## src/rtl/store_buffer.sv

```systemverilog
// Posted-write store buffer between the CPU datapath and data memory.
// Stores are queued and drained one per cycle; loads forward from the youngest matching entry.
module store_buffer #(
  parameter int DEPTH = 4,
  parameter int AW    = 32
) (
  input  logic          clk,
  input  logic          reset,
  input  logic          st_valid,
  input  logic [AW-1:0] st_addr,
  input  logic [31:0]   st_data,
  output logic          st_ready,
  input  logic          ld_valid,
  input  logic [AW-1:0] ld_addr,
  output logic [31:0]   ld_data,
  output logic          sb_empty,
  output logic          dm_we,
  output logic [AW-1:0] dm_addr,
  output logic [31:0]   dm_din,
  input  logic [31:0]   dm_dout
);

  localparam int PW = $clog2(DEPTH);

  logic [AW-1:2] r_addr [DEPTH];
  logic [31:0]   r_data [DEPTH];
  logic [PW-1:0] r_head;
  logic [PW-1:0] r_tail;
  logic [PW:0]   r_count;

  logic          w_push;
  logic          w_drain;
  logic          w_need_dm;
  logic          w_hit;
  logic [31:0]   w_fwd;
  logic [PW-1:0] w_idx;
  logic          w_unused;

  // Word-aligned buffer: the byte offset of a store address carries no information.
  assign w_unused = ^st_addr[1:0];

  assign st_ready = (r_count != (PW+1)'(DEPTH));
  assign sb_empty = (r_count == '0);
  assign w_push   = st_valid & st_ready;

  // Walk entries oldest to youngest so the last match found is the youngest one.
  // NOTE: every always_comb output gets a default first, otherwise a latch is inferred.
  always_comb begin
    w_hit = 1'b0;
    w_fwd = '0;
    w_idx = '0;
    for (int i = 0; i < DEPTH; i++) begin
      w_idx = r_head + PW'(i);
      if (((PW+1)'(i) < r_count) && (r_addr[w_idx] == ld_addr[AW-1:2])) begin
        w_hit = ld_valid;
        w_fwd = r_data[w_idx];
      end
    end
  end

  assign w_need_dm = ld_valid & ~w_hit;
  assign w_drain   = (r_count != '0) & ~w_need_dm;

  // A drain in a reset cycle must not reach dm, since the entry is being discarded.
  assign dm_we   = w_drain & ~reset;
  assign dm_addr = w_need_dm ? ld_addr : {r_addr[r_head], 2'b00};
  assign dm_din  = r_data[r_head];
  assign ld_data = w_hit ? w_fwd : dm_dout;

  // NOTE: entry storage is not reset; validity is tracked by head/count alone.
  always_ff @(posedge clk) begin
    if (w_push && !reset) begin
      r_addr[r_tail] <= st_addr[AW-1:2];
      r_data[r_tail] <= st_data;
    end
  end

  // NOTE: sequential state uses non-blocking assignments so all registers update together.
  always_ff @(posedge clk) begin
    if (reset) begin
      r_head  <= '0;
      r_tail  <= '0;
      r_count <= '0;
    end else begin
      if (w_push)  r_tail <= r_tail + 1'b1;
      if (w_drain) r_head <= r_head + 1'b1;
      case ({w_push, w_drain})
        2'b10:   r_count <= r_count + 1'b1;
        2'b01:   r_count <= r_count - 1'b1;
        default: r_count <= r_count;
      endcase
    end
  end

endmodule

```

## config.mk

```make
export PLATFORM = sky130hd
export DESIGN_NAME = store_buffer
export DESIGN_NICKNAME = d
export VERILOG_FILES = /design/src/rtl/store_buffer.sv
export SDC_FILE = /design/constraint.sdc
export NUM_CORES = 1
export LEC_CHECK = 0
export ABC_CLOCK_PERIOD_IN_PS = 4500
export CAP_MARGIN = 0
export CORE_AREA = 3 3 188 190
export CTS_CLUSTER_SIZE = 40
export DETAILED_ROUTE_END_ITERATION = 8
export DIE_AREA = 0 0 191 193
export PLACE_DENSITY = 0.77
export SYNTH_ARGS = -nofsm -noshare
export SYNTH_HDL_FRONTEND = slang
export SYNTH_SLANG_ARGS = --single-unit
```

## constraint.sdc

```tcl
create_clock -name clk -period 4.5 [get_ports clk]
set_clock_uncertainty 0.1 [all_clocks]
set_input_delay 0.675 -clock clk [delete_from_list [all_inputs] [get_ports clk]]
set_output_delay 0.675 -clock clk [all_outputs]
set_load 0.02 [all_outputs]
```

# ---- Word-level counts from Yosys, hierarchy flattened
# Memory sizes are Yosys's and may differ from the RTL's. A register that Yosys moved wholly into a read port is not among the register bits.
# Cells that the tools add are included.
# Widths: inputs -> output; s select.
dict set report word_totals {
  elab_cells 55
  n_memories 2
  ramBits 248
  ff_bits 7
  inputBits 132
  out_inout_bits 99
}
# name depth width rd rd_ports_with_merged_regs write_ports line_no
set memory_table {}
lappend memory_table {r_data 4 32 4 1 1 26} ;# logic [31:0] r_data [DEPTH];
lappend memory_table {r_addr 4 30 4 1 1 25} ;# logic [AW-1:2] r_addr [DEPTH];
dict set report op_classes {
  n_addsub 6
  n_mux 17
  bitwise_logic 7
  n_eq_ne 7
  magnitude_cmp 4
  reduce_logical 9
}
# operator count
set op_table {}
lappend op_table {{$mux 32} 6}
lappend op_table {{$eq 30x30->1} 4}
lappend op_table {{$mux 2} 4}
lappend op_table {{$lt 1x3->1 const A} 2}
lappend op_table {{$lt 2x3->1 const A} 2}
lappend op_table {{$mux 1} 6}
lappend op_table {{$pmux 3 s2} 1}
lappend op_table {{$logic_and 1x1->1} 5}
lappend op_table {{$add 2x1->2 const B} 2}
lappend op_table {{$add 2x2->2 const B} 2}
lappend op_table {{$and 1x1->1} 4}
lappend op_table {{$add 3x1->3 const B} 1}
lappend op_table {{$logic_not 3->1} 1}
lappend op_table {{$ne 3x3->1 const B} 1}
lappend op_table {{$not 1->1} 3}
lappend op_table {{$reduce_bool 3->1} 1}
lappend op_table {{$sub 3x1->3 const B} 1}
lappend op_table {{$eq 2x1->1 const B} 1}
lappend op_table {{$eq 2x2->1 const B} 1}
lappend op_table {{$reduce_bool 2->1} 1}
lappend op_table {{$logic_not 1->1} 1}

# ---- Longest topological paths before layout
# An unclocked memory read counts as a cell.
dict set report logic_depth {
  ltp_word 13
  ltp_mapped 18
  ltp_nobuf 12
}

# ---- Worst setup path after synthesis
# Ideal clock, no wire load.
dict set report synth_path {
  path_kind {flip-flop to output port}
  from {reg r_head[1]}
  to {out ld_data[10]}
  stages_incl_launch_ff 14
  arrival_ns 3.400
  required_time_ns 3.725
  path_slack_ns 0.325
  n_path_buf 5
  cell_sequence {dfxtp_1 > buf_4 > buf_2 > buf_2 > buf_2 > mux4_2 > xnor2_1 > nand4_1 > a21oi_1 > nand4_1 > nand2b_1 > clkbuf_1 > o221ai_1 > o21ai_0}
}
dict set report synth_via {
  elab_chain_len 8
  word_cells_on_any_way 18
  classes_between {3 x add/sub; 3 x eq/ne; 7 x mux; 3 x reduce/logical; 2 x memory}
}
# item line_no
set synth_rtl {}
lappend synth_rtl {{start: declaration} 27} ;# logic [PW-1:0] r_head;
lappend synth_rtl {{start signal: assignment} 86} ;# if (w_drain) r_head <= r_head + 1'b1;
lappend synth_rtl {{$add 2x1->2} 53} ;# w_idx = r_head + PW'(i);
lappend synth_rtl {{$mem_v2 4x30} --}
lappend synth_rtl {{$eq 30x30->1} 54} ;# if (((PW+1)'(i) < r_count) && (r_addr[w_idx] == ld_addr[AW-1:2])) begin
lappend synth_rtl {{$logic_and 1x1->1} 54}
lappend synth_rtl {{$mux 32 / $mux 1 (equally long branches) (3 in a row)} 54}
lappend synth_rtl {{$mux 32 (*)} 68} ;# assign ld_data = w_hit ? w_fwd : dm_dout;
lappend synth_rtl {{end: declaration} 15} ;# output logic [31:0] ld_data,
# Mark *: on every way between the ends. The rest lies on a longest branch, timed or not.

# ---- Final worst setup path
dict set report layout_path {
  from {reg r_head[0]}
  to {out ld_data[9]}
}
# Same word-level chain as after synthesis.

==> results.py <==
metrics = {
    "power": {
        "power_switching_mw": 4.396,
        "seq_power_share_pct": 24.6,
        "irDropWorstVdd_uv": 309.9,
        "sw_frac_of_total_pct": 37.36,
        "p_int_mw": 7.371,
        "fin_total_pwr_mw": 11.77,
        "p_comb_share_pct": 57.7,
        "clockPowerShare_pct": 17.6,
        "leakagePower_nw": 8.481,
        "p_per_area_mw_per_mm2": 481.8,
    },
    "clock_tree": {
        "clockBufferDepth": 3,
        "clk_pin_slew_worst_paths_ns": 0.06,
        "cts_made_buffers": 28,
        "tritoncts": "built",
        "root_buffer": "clkbuf_16",
        "cts_max_level": 1,
        "cts_hold_buf": 0,
        "clk_latency_ns": 0.57,
        "clkSinkCount": 257,
    },
    "sta": {
        "final_hold_viol_count": 0,
        "fin_crit_ns": 4.971,
        "max_slew_margin_pct": 30.02,
        "finalCritPeriodShare_pct": 110.5,
        "fmax_ghz": 0.2012,
        "drv_slew": 0,
        "final.setup.tns_ns": -18.21,
        "setup_viol": 65,
        "tightest_slew_ns": 1.050,
        "final.setup.worst_slack_ns": -0.4709,
        "rsz0062_at_grt": "true",
    },
    "worst_setup_path": {
        "rr_startpoint": "r_head[0]",
        "crit_slowest_cell": "mux4_2",
        "crit_top_cell": "buf_4",
        "path_class": "reg2out",
        "crit_chain": "buf_12 > buf_4 > mux4_2 > xnor2_1 > nand3_2 > nor4_4 > buf_4 > o211ai_1 > buf_4 > clkbuf_16 > buf_6 > buf_6 > a211oi_4 > a311oi_2 > o21ai_1 > buf_4",
        "cp_max_fo": 5,
        "crit_arrival_ns": 4.20,
        "critPathLaunch": "r_head[0]",
        "cp.required_ns": 3.72,
        "slowest_delay_ns": 0.51,
        "end_kind": "output port",
        "startpoint_type": "flop",
    },
    "die": {
        "dieArea_mm2": 0.03686,
        "fp.dieW_um": 191,
        "core_mm2": 0.03362,
        "rows": 67,
        "io_pins": 231,
        "fp.dieH_um": 193,
        "floorplan.initialDensity_pct": 51.18,
    },
    "cells_and_area": {
        "syn_to_final_growth_pct": 41.94,
        "utilization_pct": 72.64,
        "regArea_mm2": 0.007642,
        "nets": 1843,
        "fill_cells": 2078,
        "layoutNonFillerInstCount": 2173,
        "drive_above_1_share_pct": 44.45,
        "multi_input_area_mm2": 0.01016,
    },
    "route": {
        "drt.antenna.violating_nets": 0,
        "wl_per_cell_um": 26.82,
        "drt-initial-drc-count": 1872,
        "route.detailed.drc": 0,
        "finalWirelength_um": 58280,
        "vias": 14420,
        "viasPerCell": 6.636,
        "first_pass_iters": 6,
    },
    "outcome": {
        "outcome": "finished, violations left",
        "violations": "negative setup slack",
    },
    "grt": {
        "grt_pass1_vias": 14110,
        "track_usage_pct": 29.95,
        "grt_pass1_wl_um": 84340,
        "grt_overflow": 0,
        "grt_max_degree": 66,
        "antenna_found_initial": 2,
    },
    "placement": {
        "dp_slack_ns": -0.6402,
        "place_inst": 2042,
        "hpwl_um": 37310,
        "portBuffers": 228,
        "gp_congestion": 0.9687,
    },
    "logic_synthesis": {
        "ys_seq_area_share_pct": 44.33,
        "yosysWarnings": 0,
        "mappedNetlistArea_mm2": 0.01720,
        "synth_seq_cells": 257,
        "synth-edff-count": 248,
        "synthCells": 1274,
        "async_reset_ff_share_pct": 0,
        "synth_ff_type": "edfxtp_1",
        "syn_avg_cell_area_um2": 13.50,
        "ys_types": 58,
        "syn-num-nets": 1415,
    },
    "hold_path": {
        "hp-start": "r_tail[1]",
        "holdCritPathClass": "reg2reg",
    },
    "flow_run": {
        "cap_violations": 0,
    },
}
-- critical path, delay by kind of cell, from the launching register on --
family	cells	cell delay [ns]
xor gates and xnor gates	1	0.37
and+or+nand+nor	2	0.48
muxes	1	0.51
DFF	1	0.40
buffers and inverters	8	1.23
AOI/OAI and AO/OA	4	0.63
-- sequential cells by signal (all words and copies together), names as in the netlist, named ones only --
signal,cells
r_tail,2
r_count,3
r_data,128
r_head,2
r_addr,120
-- per-stage QoR --
| stage | hold WS [ns] | instance area (um2) |
|---|---|---|
| detailed placement | 0.3904 | 21450 |
| finish | 0.4028 | 24420 |
| CTS | 0.3984 | 23620 |
| floorplan | 0.3692 | 17200 |
| global placement | 0.3846 | 21450 |
| global route | 0.4439 | 24410 |
-- repair_timing --
| item | in CTS | in global routing |
|---|---|---|
| pin swaps | 38 | 40 |
| setup endpoints to repair | 65 | 65 |
| cloned | 6 | 2 |
| setup buffers | 47 | 31 |
| gates resized for setup | 532 | 121 |
-- layout by cell type, fill, tap and decap left out, types with 10 or more instances in the layout --
cell type	netlist	final
a211oi_2	0	19
a211oi_4	0	11
a21oi_1	38	38
a311oi_1	32	14
a311oi_2	0	14
buf_12	0	39
buf_2	28	15
buf_4	11	235
buf_6	3	57
clkbuf_16	0	32
clkdlybuf4s50_1	0	163
edfxtp_1	248	248
inv_1	11	10
mux2_1	26	12
mux2_2	37	33
mux2_4	0	18
mux2i_1	77	74
mux4_2	161	161
nand2_1	65	51
nand3_1	12	10
nand4_1	38	38
nor2_1	75	75
o21ai_1	8	23
o221ai_1	32	32
xnor2_1	99	49
xnor2_2	0	41
xor2_1	29	28
-- logic make-up (layout without fill, tap and decap cells) --
group           Yosys count  after routing  synth area share [%]
mux                     301            301                 29.68
flops                   257            257                 44.33
simple gates            238            238                 6.836
compound gates          203            203                 8.393
buf+inv                 138            585                 3.585
xor+xnor                128            128                 6.516
fa+ha+maj                 9              9                0.6546
other cells               0              4                     0
-- cells in the mapped netlist, types with 3 or more instances --
| cell type | count | share of area [%] |
|---|---|---|
| o21ai_0 | 30 | 0.87 |
| nor3_1 | 7 | 0.20 |
| o221ai_1 | 32 | 1.6 |
| clkbuf_1 | 75 | 1.6 |
| xor2_1 | 29 | 1.5 |
| nand4_1 | 38 | 1.4 |
| nand2b_1 | 3 | 0.11 |
| and3_1 | 5 | 0.18 |
| mux2_2 | 37 | 2.4 |
| xnor2_1 | 99 | 5.0 |
| or4_1 | 3 | 0.13 |
| o211ai_1 | 4 | 0.17 |
| buf_4 | 11 | 0.48 |
| a211oi_1 | 35 | 1.5 |
| buf_1 | 10 | 0.22 |
| a2111oi_0 | 4 | 0.20 |
| a21oi_1 | 38 | 1.1 |
| buf_2 | 28 | 0.81 |
| a311oi_1 | 32 | 1.6 |
| inv_1 | 11 | 0.24 |
| o21ai_1 | 8 | 0.23 |
| mux4_2 | 161 | 21 |
| nand3_1 | 12 | 0.35 |
| or3_1 | 3 | 0.11 |
| mux2i_1 | 77 | 4.5 |
| mux2_1 | 26 | 1.7 |
| and2_1 | 6 | 0.22 |
| dfxtp_1 | 9 | 1.0 |
| ha_1 | 9 | 0.65 |
| buf_6 | 3 | 0.20 |
| nand2_1 | 65 | 1.4 |
| nor4_1 | 7 | 0.25 |
| nor2_1 | 75 | 1.6 |
| nor4b_1 | 5 | 0.25 |
| edfxtp_1 | 248 | 43 |
-- final cells by class --
class / count / area share (%)
inverter: 11 / 0.1691
multi-input combinational: 879 / 41.59
clock buffer: 36 / 2.992
antenna: 4 / 0.04099
sequential: 257 / 31.30
tap: 448 / 2.295
clock inverter: 13 / 0.3638
timing repair buffer: 525 / 21.25
-- metal layers --
metal | global-route usage [%] | part of all wire, %
met1 | 41.21 | 37
met2 | 49.08 | 49
met3 | 5.315 | 11
met4 | 9.625 | 3.6
met5 | 0 | 0.022
-- power by group through the flow --
stage	registers (mW)	clock network, mW	logic [mW]
after floorplan	2.87	0	3.67
after global placement	2.98	0	5.63
after detailed placement	2.99	0	5.71
after CTS	2.91	2.08	6.31
after global routing	2.91	2.19	7.12
final	2.90	2.08	6.79
-- final timing paths --
path / to / slack [ns] / depth (start not counted)
max: ld_data[9] / -0.47 / 16
min: r_tail[1] / 0.40 / 2
max reg2reg: r_count[2] / 0.34 / 17
min reg2reg: r_tail[1] / 0.40 / 2
No activity file was read; power rests on OpenSTA's default activity.
